$ cat config.mk
export PLATFORM = sky130hd
export DESIGN_NAME = uart_imem_loader
export DESIGN_NICKNAME = d
export VERILOG_FILES = /design/src/rtl/uart_imem_loader_pkg.sv /design/src/rtl/uart_imem_loader_timeout.sv /design/src/rtl/uart_imem_loader.sv
export SDC_FILE = /design/constraint.sdc
export NUM_CORES = 1
export LEC_CHECK = 0
export BUFFER_PORTS_ARGS = -buffer_cell sky130_fd_sc_hd__clkbuf_2
export CORE_MARGIN = 10
export CORE_UTILIZATION = 64
export CTS_BUF_LIST = sky130_fd_sc_hd__clkbuf_8
export DETAILED_ROUTE_END_ITERATION = 12
export PLACE_DENSITY = 0.94
export SYNTH_ARGS = -nofsm -noshare
export SYNTH_HDL_FRONTEND = slang
export SYNTH_HIERARCHICAL = 1
export SYNTH_SLANG_ARGS = --single-unit
$ cat constraint.sdc
create_clock -name CLK -period 6.4 [get_ports CLK]
set_input_delay 0.96 -clock CLK [delete_from_list [all_inputs] [get_ports CLK]]
set_output_delay 0.96 -clock CLK [all_outputs]
set_load 0.005 [all_outputs]
$ cat src/rtl/uart_imem_loader_pkg.sv
// Shared definitions for the UART instruction-memory loader.
// Latency: none (types and constants only).
// Backpressure: none.
package loader_pkg;

    // Frame parser states.
    typedef enum logic [1:0] {
        S_IDLE = 2'd0,
        S_LEN  = 2'd1,
        S_DATA = 2'd2,
        S_CHK  = 2'd3
    } state_t;

    // Default frame start marker.
    localparam logic [7:0] SYNC_BYTE_DEF = 8'hA5;

endpackage

$ cat src/rtl/uart_imem_loader_timeout.sv
// Inter-byte idle watchdog: reloads on every accepted byte, expires after TIMEOUT_CYCLES idle clocks.
// Latency: o_expire is combinational from the count; asserts in the clock where the idle count reaches the limit.
// Backpressure: none; a load in the expiring cycle suppresses the expire.
module loader_timeout #(
    parameter int TIMEOUT_CYCLES = 1000000
) (
    input  logic CLK,
    input  logic RST_N,
    input  logic i_load,
    output logic o_expire
);

    localparam int              CW     = (TIMEOUT_CYCLES > 1) ? $clog2(TIMEOUT_CYCLES + 1) : 1;
    localparam logic [CW-1:0]   RELOAD = CW'(TIMEOUT_CYCLES - 1);

    logic [CW-1:0] r_cnt;

    // Down-count idle clocks; hold at zero until the next reload.
    always_ff @(posedge CLK or negedge RST_N) begin
        if (!RST_N) begin
            r_cnt <= RELOAD;
        end else if (i_load) begin
            r_cnt <= RELOAD;
        end else if (r_cnt != '0) begin
            r_cnt <= r_cnt - CW'(1);
        end
    end

    assign o_expire = (r_cnt == '0) && !i_load;

endmodule

$ cat src/rtl/uart_imem_loader.sv
// Parses SYNC/len/data/xor frames from the UART and writes little-endian words into instruction memory.
// Latency: write strobe one clock after each word's 4th byte; load_done one clock after the checksum byte.
// Backpressure: none; accepts one byte per clock, back-to-back.
module uart_imem_loader
    import loader_pkg::*;
#(
    parameter int         DEPTH          = 64,
    parameter int         TIMEOUT_CYCLES = 1000000,
    parameter logic [7:0] SYNC_BYTE      = SYNC_BYTE_DEF
) (
    input  logic        CLK,
    input  logic        RST_N,
    input  logic [7:0]  rx_data,
    input  logic        rx_valid,
    output logic        imem_we,
    output logic [31:0] imem_addr,
    output logic [31:0] imem_wd,
    output logic        core_hold,
    output logic        load_done,
    output logic        load_err
);

    localparam int          IW      = (DEPTH > 1) ? $clog2(DEPTH) : 1;
    localparam logic [31:0] DEPTH_U = 32'(DEPTH);

    state_t        r_state;
    state_t        w_next;
    logic [IW-1:0] r_word_idx;
    logic [IW-1:0] r_last;      // index of the final word (N-1)
    logic [1:0]    r_byte_idx;
    logic [23:0]   r_word;      // bytes 0..2 of the word being assembled
    logic [7:0]    r_xor;

    logic w_expire;
    logic w_start;
    logic w_len_ok;
    logic w_wr;
    logic w_done;
    logic w_err;
    logic w_data_byte;

    // Watchdog idles while waiting for a frame; any byte reloads it.
    loader_timeout #(
        .TIMEOUT_CYCLES (TIMEOUT_CYCLES)
    ) u_timeout (
        .CLK      (CLK),
        .RST_N    (RST_N),
        .i_load   (rx_valid || (r_state == S_IDLE)),
        .o_expire (w_expire)
    );

    assign w_data_byte = (r_state == S_DATA) && rx_valid;

    // State register.
    always_ff @(posedge CLK or negedge RST_N) begin
        if (!RST_N) r_state <= S_IDLE;
        else        r_state <= w_next;
    end

    // Next-state and per-byte control strobes; a byte in the expiring cycle beats the timeout.
    always_comb begin
        w_next   = r_state;
        w_start  = 1'b0;
        w_len_ok = 1'b0;
        w_wr     = 1'b0;
        w_done   = 1'b0;
        w_err    = 1'b0;
        case (r_state)
            S_IDLE: begin
                if (rx_valid && (rx_data == SYNC_BYTE)) begin
                    w_start = 1'b1;
                    w_next  = S_LEN;
                end
            end
            S_LEN: begin
                if (rx_valid) begin
                    if ((rx_data == 8'd0) || (32'(rx_data) > DEPTH_U)) begin
                        w_err  = 1'b1;
                        w_next = S_IDLE;
                    end else begin
                        w_len_ok = 1'b1;
                        w_next   = S_DATA;
                    end
                end else if (w_expire) begin
                    w_err  = 1'b1;
                    w_next = S_IDLE;
                end
            end
            S_DATA: begin
                if (rx_valid) begin
                    if (r_byte_idx == 2'd3) begin
                        w_wr = 1'b1;
                        if (r_word_idx == r_last) w_next = S_CHK;
                    end
                end else if (w_expire) begin
                    w_err  = 1'b1;
                    w_next = S_IDLE;
                end
            end
            S_CHK: begin
                if (rx_valid) begin
                    if (rx_data == r_xor) w_done = 1'b1;
                    else                  w_err  = 1'b1;
                    w_next = S_IDLE;
                end else if (w_expire) begin
                    w_err  = 1'b1;
                    w_next = S_IDLE;
                end
            end
            default: w_next = S_IDLE;
        endcase
    end

    // Frame datapath: word assembly, checksum accumulation and the registered memory write port.
    always_ff @(posedge CLK or negedge RST_N) begin
        if (!RST_N) begin
            imem_we    <= 1'b0;
            imem_addr  <= 32'd0;
            imem_wd    <= 32'd0;
            core_hold  <= 1'b0;
            load_done  <= 1'b0;
            load_err   <= 1'b0;
            r_word_idx <= '0;
            r_last     <= '0;
            r_byte_idx <= 2'd0;
            r_word     <= 24'd0;
            r_xor      <= 8'd0;
        end else begin
            imem_we   <= w_wr;
            load_done <= w_done;
            if (w_start) begin
                core_hold <= 1'b1;
                load_err  <= 1'b0;
            end
            if (w_err)  load_err  <= 1'b1;
            if (w_done) core_hold <= 1'b0;
            if (w_len_ok) begin
                r_last     <= IW'(rx_data - 8'd1);
                r_word_idx <= '0;
                r_byte_idx <= 2'd0;
                r_xor      <= 8'd0;
            end
            if (w_data_byte) begin
                r_xor      <= r_xor ^ rx_data;
                r_byte_idx <= r_byte_idx + 2'd1;
                case (r_byte_idx)
                    2'd0:    r_word[7:0]   <= rx_data;
                    2'd1:    r_word[15:8]  <= rx_data;
                    2'd2:    r_word[23:16] <= rx_data;
                    default: begin
                        imem_wd    <= {rx_data, r_word};
                        imem_addr  <= 32'({r_word_idx, 2'b00});
                        r_word_idx <= r_word_idx + IW'(1);
                    end
                endcase
            end
        end
    end

endmodule

==> flow_summary_export.csv, run 1 <==
group,metric,value,unit
logic_synthesis,synth-edff-count,0,
cells_and_area,design_area,5739,um^2
die,die_x,111.3,um
drt,highest_layer,"met4",
worst_setup_path,critPathArrivalTime,3570,ps
logic_synthesis,ys_seq_area_share,51.83,%
drt,wl_per_cell,17.62,um
drt,wl,12240,um
logic_synthesis,ys_ff_latch,110,
logic_synthesis,yosys_warnings,6,
placement,pre_cts_ws,2755,ps
cells_and_area,final_nets,605,
flow_run,maxCapViolCount,0,
timing,tns,0,ps
timing,slew_violations,0,
power,p_leak,2.788,nW
hold_path,min_from,"r_word[12]",
timing,finClkSkew,16.07,ps
die,die_h,111.3,um
global_route,grt-ovfl-total,0,
die,initial_utilization,65.32,%
worst_setup_path,r2r-end,"r_last[5]",
global_route,grt_max_degree,74,
placement,gp_congestion,0.8680,
worst_setup_path,cp_top_family,"simple AND/OR/NAND/NOR gates",
worst_setup_path,cp_num_cells,8,
cells_and_area,area_growth,7.474,%
cells_and_area,layout_commonest_cell,"nand2_1",
worst_setup_path,path_max_fanout,15,
logic_synthesis,syn_inst,548,
clock_tree,insertion_delay,390,ps
placement,dp_hpwl,8577,um
power,p_per_area,335.9,nW/um^2
worst_setup_path,slowest_stage,"nor4_4",
global_route,grt_antenna_before_repair,0,
worst_setup_path,crit_end,"r_last[5]",
logic_synthesis,syn_avg_cell_area,9.745,um^2
timing,maxSlewHeadroom,19.03,%
clock_tree,post_cts.repair.setup_buffers,0,
power,ir_worst_vdd,0.1926,mV
clock_tree,cts_root_buf,"clkbuf_8",
drt,ant_nets,0,
clock_tree,htree_levels,3,
global_route,grt_usage,19.98,%
worst_setup_path,reg2reg_depth,4,
timing,setup_viol,0,
worst_setup_path,worstSetupStartpointType,"primary input",
worst_setup_path,reg2reg_from,"r_state[1]",
worst_setup_path,crit_buf_inv,3,
placement,port_buffers,52,
die,num_io_pins,79,
timing,hold_viol,0,
drt,wl_met3,872,um
worst_setup_path,critPathKind,"in2reg",
worst_setup_path,slowest_delay,640,ps
global_route,grt_pass1_wl,20800,um
clock_tree,cts_tree,"built",
timing,rsz0062_at_grt,"false",
logic_synthesis,async_reset_ff_share,100.0,%
worst_setup_path,r2r_setup_slack,3840,ps
timing,period_needed,3286,ps
cells_and_area,instances_no_fill,695,
timing,timing.final.crit_share,51.35,%
timing,worst_pin_slew,1213,ps
placement,placed_cell_area,5542,um^2
cells_and_area,n_antenna_cell,0,
outcome,status,"complete, no violations",
cells_and_area,final_layout_size_suffix_gt1_share,19.15,%
clock_tree,cts_num_sinks,110,
power,power,0.001928,W
logic_synthesis,ys_types,56,
placement,dp.cells,679,
drt,wirelength_met1,4741,um
timing,fmax,304.3,MHz
drt,via_count,4026,
drt,dr.first_iter.drc_count,281,
clock_tree,cts_buffers,9,
worst_setup_path,startpoint,"rx_data[0]",
drt,wl_met2,6313,um
logic_synthesis,synth_ff_type,"dfrtp_1",
logic_synthesis,synth.area.top_cells,"dfrtp_1 46%, nand2_1 9.9%, dfstp_2 5.9%",
clock_tree,path_clk_slew,110,ps
die,core.rowCount,33,
clock_tree,postCtsHoldBufs,0,
clock_tree,cts_resized,0,
logic_synthesis,yosys.area.top_type_share,45.92,%
hold_path,min_path_type,"reg2reg",
cells_and_area,most-common-layout-cells,"141 x nand2_1, 98 x dfrtp_1, 51 x clkbuf_2",
clock_tree,clock_path_buffers,2,
global_route,grt_pass1_vias,4117,
timing,fin_ws,3114,ps
drt,first_pass_iters,5,
drt,via_per_inst,5.793,
worst_setup_path,endpoint_kind,"flip-flop",
logic_synthesis,netlist_area,5340,um^2
die,die_area,12400,um^2
die,core-area,8175,um^2
worst_setup_path,critical_path_required,6680,ps
logic_synthesis,synth_top_area_cell,"dfrtp_1",
drt,drcViolationCount,0,
worst_setup_path,crit_chain,"clkbuf_2, inv_1, ha_1, or4b_4, o21a_1, nor4_4, buf_4, mux2_2",
-- worst min-delay path: stages, from the launching register on --
cell and delay [ps]:
dfrtp_1 360, nand2_1 50, nand2_1 50
-- report_power, final --
part	total (W)	switching, W	internal (W)
logic	0.000467	0.000251	0.000215
clock network	0.000415	0.000261	0.000155
registers	0.00105	0.000153	0.000892
total	0.00193	0.000665	0.00126
-- sequential cells by signal (all words and copies together) (netlist names), 2 cells and up --
register	count
r_word_idx	6
u_timeout/r_cnt	20
r_xor	8
r_byte_idx	2
r_last	6
imem_addr	6
imem_wd	32
r_state	2
r_word	24
-- area by class of cell --
| type | count | area (um^2) |
|---|---|---|
| sequential | 110 | 2768 |
| fill | 575 | 2436 |
| multi-input combinational | 397 | 2308 |
| timing repair buffer | 56 | 292.8 |
| tap | 105 | 131.4 |
| clock buffer | 9 | 123.9 |
| clock inverter | 7 | 73.82 |
| inverter | 11 | 41.29 |
-- Yosys cell counts (all sizes together), types with 7 or more instances --
master,number
inv,11
dfstp,12
nand3,11
o31ai,10
dfrtp,98
mux2,25
clkbuf,20
or4,8
nand2,141
nor2b,20
or3,8
nor2,14
a21oi,10
o21ai,33
nor4,7
xnor2,12
ha,9
nor3,12
buf,35
-- metrics by stage --
step / util, % / hold slack [ps]
after floorplan: - / 433.1
after global placement: 67.78 / 444.4
after detailed placement: 67.78 / 453.2
after CTS: 70.20 / 478.4
after global routing: 70.20 / 501.0
final: 70.20 / 478.3
-- cells by family after synthesis --
logic type	synth area share (%)
AOI/OAI and AO/OA	8.411
xor gates and xnor gates	2.624
adders and majority gates	2.109
buffers and inverters	6.701
DFF	51.83
muxes	6.209
other	0.07022
and+or+nand+nor	22.05
-- per-layer routing --
metal / global-route usage [%] / vias to the layer above
li1: - / 1880
met4: 7.284 / 0
met5: 0 / -
met3: 6.065 / 29
met2: 34.39 / 139
met1: 23.00 / 1978
-- worst min path at each step --
stage                  endpoint  slack (ps)  cells after the start
detailed placement   imem_wd[5]         450                      2
global route        imem_wd[12]         500                      2
CTS                 imem_wd[12]         480                      2
finish              imem_wd[12]         480                      2
floorplan           imem_wd[10]         430                      2
global placement    imem_wd[22]         440                      2
Note: power is estimated with default switching activity, not from simulation.
==> run 2: changes to the inputs <==
- ABC_AREA: not set -> 1
- CORE_UTILIZATION: 64 -> 59
- PLACE_DENSITY: 0.94 -> 0.88
- clock period: 6.4 -> 3.3 ns (I/O delays scaled with it)
==> run 2 against run 1 <==
Sequential share of layout area fell by 1.6 points. Non-clock buffer count stayed put. Power rose by 97%. Synthesized area is 3.3% higher. Sequential power increased by 90%. Via count is 11% higher. Clock skew shrank 2.4 ps. Global-route usage fell by 0.74 points. Worst hold slack got worse by 300 ps. First-iteration DRC count grew 36%.
==> flow_summary_export.csv, run 2 <==
group,metric,value,unit
outcome,status,"complete, no violations",
worst_setup_path,startpoint,"r_state[0]",
placement,gp_congestion,0.9467,
clock_tree,cts_root_buf,"clkbuf_8",
worst_setup_path,critical_path_required,3550,ps
clock_tree,postCtsHoldBufs,0,
power,p_comb_share,26.7,%
power,pwr-share-seq,52.6,%
cells_and_area,area_growth,7.621,%
clock_tree,clock_path_buffers,2,
drt,wl,12610,um
die,num_io_pins,79,
timing,slew_violations,0,
die,die_area,13620,um^2
clock_tree,insertion_delay,380,ps
power,power.switching,0.001377,W
worst_setup_path,path_max_fanout,52,
worst_setup_path,cp_num_cells,8,
timing,rsz0062_at_grt,"false",
clock_tree,cts_buffers,9,
logic_synthesis,yosys.area_share.xor_xnor,1.905,%
worst_setup_path,worstSetupStartpointType,"flip-flop",
timing,maxSlewHeadroom,45.44,%
power,internal_power,0.002429,W
cells_and_area,n_fill_cell,734,
clock_tree,cts_num_sinks,110,
hold_path,min_path_type,"in2async",
timing,hold_viol,0,
clock_tree,path_clk_slew,110,ps
logic_synthesis,yosys.area_share.adder,2.041,%
drt,dr.first_iter.drc_count,382,
drt,via_per_inst,5.420,
worst_setup_path,slowest_delay,470,ps
logic_synthesis,syn_inst,656,
worst_setup_path,slowest_stage,"dfrtp_1",
worst_setup_path,cpMostUsedCell,"inv_2",
logic_synthesis,yosys_warnings,6,
clock_tree,cts_tree,"built",
worst_setup_path,critPathArrivalTime,2410,ps
worst_setup_path,crit_buf_inv,2,
global_route,grt_antenna_before_repair,0,
logic_synthesis,synth.area.top_cells,"dfrtp_1 44%, nand2_1 15%, dfstp_2 5.7%",
logic_synthesis,netlist_area,5517,um^2
logic_synthesis,synth_most_common_cell,"nand2_1",
worst_setup_path,crit_end,"r_word_idx[0]",
worst_setup_path,endpoint_kind,"flip-flop",
worst_setup_path,cp_top_family,"simple AND/OR/NAND/NOR gates",
die,core-area,9153,um^2
logic_synthesis,syn_avg_cell_area,8.409,um^2
logic_synthesis,ys_seq_area_share,50.17,%
placement,port_buffers,52,
logic_synthesis,synth_compound_area_share,6.895,%
cells_and_area,layout_commonest_cell,"nand2_1",
placement,placed_cell_area,5746,um^2
cells_and_area,top_regs,"imem_wd: 32 flops, r_word: 24 flops, u_timeout/r_cnt: 20 flops",
power,power,0.003806,W
global_route,grt_pass1_vias,4339,
cells_and_area,final_nets,728,
logic_synthesis,synth_top_family_by_area,"simple AND/OR/NAND/NOR gates",
die,core.rowCount,35,
drt,drcViolationCount,0,
timing,timing.final.crit_share,65.52,%
power,ir_worst_vdd,0.4146,mV
drt,wl_per_cell,15.30,um
worst_setup_path,crit_chain,"nor2_4, nand2_4, nor2_8, inv_2, nand2_2, inv_2, nand2_1, o21ai_1",
cells_and_area,most-common-layout-cells,"224 x nand2_1, 98 x dfrtp_1, 53 x inv_1",
worst_setup_path,r2r_setup_slack,1140,ps
power,swShare,36.19,%
drt,via_count,4466,
timing,period_needed,2162,ps
placement,dp_hpwl,9493,um
power,p_clk_share,20.6,%
timing,finClkSkew,13.68,ps
logic_synthesis,synth-edff-count,0,
cells_and_area,final_layout_size_suffix_gt1_share,18.09,%
die,die_x,116.7,um
power,p_leak,3.177,nW
logic_synthesis,synth-simple-area-share,29.37,%
worst_setup_path,reg2reg_depth,8,
logic_synthesis,yosys.area.top_type_share,44.45,%
cells_and_area,regMostFlops,"imem_wd",
cells_and_area,design_area,5937,um^2
cells_and_area,largest_reg_flops,32,
flow_run,maxCapViolCount,0,
timing,tns,0,ps
logic_synthesis,synthTopCellsByCount,"224 x nand2_1, 98 x dfrtp_1, 52 x inv_1",
worst_setup_path,critPathKind,"reg2reg",
timing,holdWs,180.0,ps
worst_setup_path,reg2reg_from,"r_state[0]",
timing,setup_viol,0,
global_route,grt_pass1_wl,20890,um
cells_and_area,seqCellArea,2768,um^2
worst_setup_path,r2r-end,"r_word_idx[0]",
clock_tree,cts_resized,0,
clock_tree,post_cts.repair.setup_buffers,0,
die,initial_utilization,60.27,%
global_route,grt_max_degree,60,
logic_synthesis,async_reset_ff_share,100.0,%
cells_and_area,multi_input_area,2316,um^2
die,die_h,116.7,um
clock_tree,htree_levels,3,
global_route,grt-ovfl-total,0,
logic_synthesis,ys_ff_latch,110,
cells_and_area,n_antenna_cell,0,
power,p_per_area,641.0,nW/um^2
logic_synthesis,synth_top_area_cell,"dfrtp_1",
cells_and_area,fin_util,64.87,%
logic_synthesis,synthMuxAreaShare,0,%
drt,first_pass_iters,5,
global_route,grt_usage,19.24,%
logic_synthesis,synth_ff_type,"dfrtp_1",
timing,fmax,462.5,MHz
logic_synthesis,ys_types,36,
drt,ant_nets,0,
timing,worst_pin_slew,817.3,ps
[run 2: worst min path at each step]
| stage | to | slack, ps | cells after the start |
|---|---|---|---|
| finish | imem_wd[2] | 180 | 1 |
| global route | r_word[11] | 210 | 1 |
| CTS | imem_wd[9] | 200 | 1 |
| detailed placement | imem_wd[21] | 460 | 2 |
| global placement | imem_wd[1] | 460 | 2 |
| floorplan | core_hold | 200 | 0 |
[run 2: routing by layer]
layer | share of wire (%) | GRT usage, % | vias up
met5 | 0 | 0 | -
met4 | 2.3 | 8.237 | 0
met3 | 6.0 | 3.082 | 26
met2 | 49 | 30.67 | 178
met1 | 43 | 25.43 | 2145
li1 | - | - | 2117
[run 2: worst register-to-register path: stages, from the launching register on]
cell and delay [ps]:
dfrtp_1 470, nor2_4 160, nand2_4 150, nor2_8 370
inv_2 440, nand2_2 260, inv_2 60, nand2_1 60
o21ai_1 70
[run 2: metrics by stage]
step	instances	setup slack, ps
2_1_floorplan	681	1618
3_3_place_gp	808	1199
3_5_place_dp	808	1098
4_1_cts	824	1163
5_1_grt	824	942.3
6_report	824	1138
[run 2: layout make-up]
type / count / area share [%]
Clock inverter: 7 / 1.138
Sequential cell: 110 / 46.62
Inverter: 60 / 3.878
Timing Repair Buffer: 56 / 4.932
Tap cell: 111 / 2.339
Clock buffer: 9 / 2.086
Multi-Input combinational cell: 471 / 39.01
[run 2: cells by family (layout without fill, tap and decap cells)]
| family | count (synthesis) | count (layout) |
|---|---|---|
| flip-flops | 110 | 110 |
| adder cells (fa/ha/maj) | 9 | 9 |
| XOR/XNOR | 12 | 12 |
| AND/OR/NAND/NOR | 356 | 356 |
| AO/OA/AOI/OAI | 68 | 68 |
| buffers and inverters | 100 | 132 |
| other | 1 | 26 |
[run 2: power groups by stage]
| stage | registers [W] | clock network, W | logic (W) |
|---|---|---|---|
| after global routing | 0.00204 | 0.000855 | 0.00117 |
| after CTS | 0.00199 | 0.000797 | 0.00103 |
| after floorplan | 0.00197 | 0 | 0.000683 |
| after global placement | 0.00200 | 0 | 0.000972 |
| final | 0.00200 | 0.000786 | 0.00102 |
| after detailed placement | 0.00202 | 0 | 0.00102 |
==> run 3: changes to the inputs <==
- clock period: 3.3 -> 2.26 ns (I/O delays scaled with it)
==> run 3 against run 2 <==
Die area stayed put. Non-clock buffer count is 5 higher. Final area is 0.97% higher. Critical path type unchanged. Highest routed layer unchanged.
==> flow_summary_export.csv, run 3 (synthesized netlist as in run 2, its figures left out) <==
group,metric,value,unit
clock_tree,post_cts.repair.setup_buffers,0,
die,die_area,13620,um^2
power,internal_power,0.003567,W
drt,ant_nets,0,
drt,first_pass_iters,5,
clock_tree,cts_buffers,9,
cells_and_area,design_area,5995,um^2
timing,maxSlewHeadroom,54.09,%
hold_path,min_path_type,"in2reg",
worst_setup_path,critical_path_required,2530,ps
timing,rsz0062_at_grt,"false",
power,p_leak,3.209,nW
placement,port_buffers,52,
global_route,grt-ovfl-total,0,
worst_setup_path,critPathArrivalTime,2140,ps
timing,finClkSkew,16.45,ps
cells_and_area,largest_reg_flops,32,
placement,placed_cell_area,5788,um^2
timing,hold_viol,0,
worst_setup_path,crit_chain,"o21ai_0, inv_1, nand3_1, nor2_1",
die,die_x,116.7,um
timing,setup_viol,0,
clock_tree,cts_tree,"built",
timing,timing.final.crit_share,82.89,%
timing,period_needed,1873,ps
cells_and_area,top_regs,"imem_wd: 32 flops, r_word: 24 flops, u_timeout/r_cnt: 20 flops",
global_route,grt_usage,19.38,%
cells_and_area,n_fill_cell,719,
global_route,grt_pass1_wl,21090,um
cells_and_area,most-common-layout-cells,"224 x nand2_1, 98 x dfrtp_1, 52 x inv_1",
drt,wl,12640,um
clock_tree,cts_root_buf,"clkbuf_8",
drt,dr.first_iter.drc_count,260,
worst_setup_path,path_max_fanout,14,
clock_tree,clock_path_buffers,2,
clock_tree,cts_resized,0,
cells_and_area,final_layout_size_suffix_gt1_share,18.66,%
die,core.rowCount,35,
placement,gp_congestion,0.9481,
worst_setup_path,endpoint_kind,"flip-flop",
timing,slew_violations,0,
drt,wl_per_cell,15.25,um
drt,drcViolationCount,0,
power,p_comb_share,26.7,%
power,power.switching,0.002028,W
power,pwr-share-seq,52.1,%
timing,worst_pin_slew,681.4,ps
clock_tree,postCtsHoldBufs,1,
power,swShare,36.24,%
die,num_io_pins,79,
worst_setup_path,cp_top_family,"compound AO/OA/AOI/OAI gates",
global_route,grt_antenna_before_repair,0,
clock_tree,path_clk_slew,110,ps
drt,via_count,4391,
flow_run,maxCapViolCount,0,
power,p_per_area,933.4,nW/um^2
timing,tns,0,ps
worst_setup_path,slowest_delay,590,ps
cells_and_area,regMostFlops,"imem_wd",
cells_and_area,n_antenna_cell,0,
clock_tree,htree_levels,3,
power,p_clk_share,21.2,%
die,die_h,116.7,um
drt,via_per_inst,5.297,
clock_tree,cts_num_sinks,110,
placement,dp_hpwl,9358,um
worst_setup_path,worstSetupStartpointType,"flip-flop",
die,core-area,9153,um^2
outcome,status,"complete, no violations",
cells_and_area,seqCellArea,2768,um^2
worst_setup_path,critPathKind,"reg2reg",
global_route,grt_pass1_vias,4540,
worst_setup_path,crit_buf_inv,1,
die,initial_utilization,60.27,%
worst_setup_path,slowest_stage,"o21ai_0",
cells_and_area,final_nets,733,
timing,fmax,533.8,MHz
cells_and_area,multi_input_area,2316,um^2
cells_and_area,layout_commonest_cell,"nand2_1",
power,ir_worst_vdd,0.6142,mV
global_route,grt_max_degree,49,
clock_tree,insertion_delay,390,ps
cells_and_area,area_growth,8.664,%
run 3: cell types whose count changed in the layout (fill, tap and decap cells not counted), sizes merged:
| cell | change |
|---|---|
| buf | +4 |
| clkinvlp | -1 |
| inv | +1 |
| dlygate4sd3 | +1 |
run 3: final timing paths:
check                            from                 end  slack, ps  depth (start not counted)
max in group asynchronous       RST_N          imem_wd[1]       1080                          3
setup reg to reg           r_state[0]  u_timeout/r_cnt[8]        390                          4
hold / removal             rx_data[0]           r_last[0]        180                          2
min in group asynchronous       RST_N         imem_wd[24]        460                          2
setup / recovery           r_state[0]  u_timeout/r_cnt[8]        390                          4
hold reg to reg            r_word[18]         imem_wd[18]        480                          2
run 3: routing by layer:
metal  track usage (%)  vias to the layer above  wire (um)
met3             4.212                       21        637
met1             23.40                     2113       5406
met2             32.92                      128       6336
met5                 0                        -          0
li1                  -                     2129          -
met4             7.743                        0        259
run 3: cell type report:
type / count / area share [%]
timing repair buffer: 61 / 5.761
multi-input combinational: 471 / 38.63
inverter: 60 / 3.841
sequential: 110 / 46.17
clock inverter: 7 / 1.211
clock buffer: 9 / 2.066
tap: 111 / 2.317
run 3: power by group through the flow:
| stage | combinational (W) | clock, W | sequential, W |
|---|---|---|---|
| after floorplan | 0.000998 | 0 | 0.00288 |
| after global routing | 0.00171 | 0.00128 | 0.00299 |
| after detailed placement | 0.00149 | 0 | 0.00295 |
| final | 0.00150 | 0.00118 | 0.00291 |
| after global placement | 0.00140 | 0 | 0.00291 |
| after CTS | 0.00152 | 0.00119 | 0.00291 |
run 3: per-stage QoR:
stage / hold WS [ps] / total power (W) / instances / worst slack, ps / util (%)
2_1_floorplan: 43.41 / 0.003877 / 681 / 733.9 / -
3_3_place_gp: 320.0 / 0.004308 / 812 / 459.0 / 63.24
3_5_place_dp: 327.2 / 0.004436 / 812 / 331.5 / 63.24
4_1_cts: 180.6 / 0.005618 / 829 / 415.2 / 65.50
5_1_grt: 186.0 / 0.005981 / 829 / 237.0 / 65.50
6_report: 184.4 / 0.005595 / 829 / 386.6 / 65.50
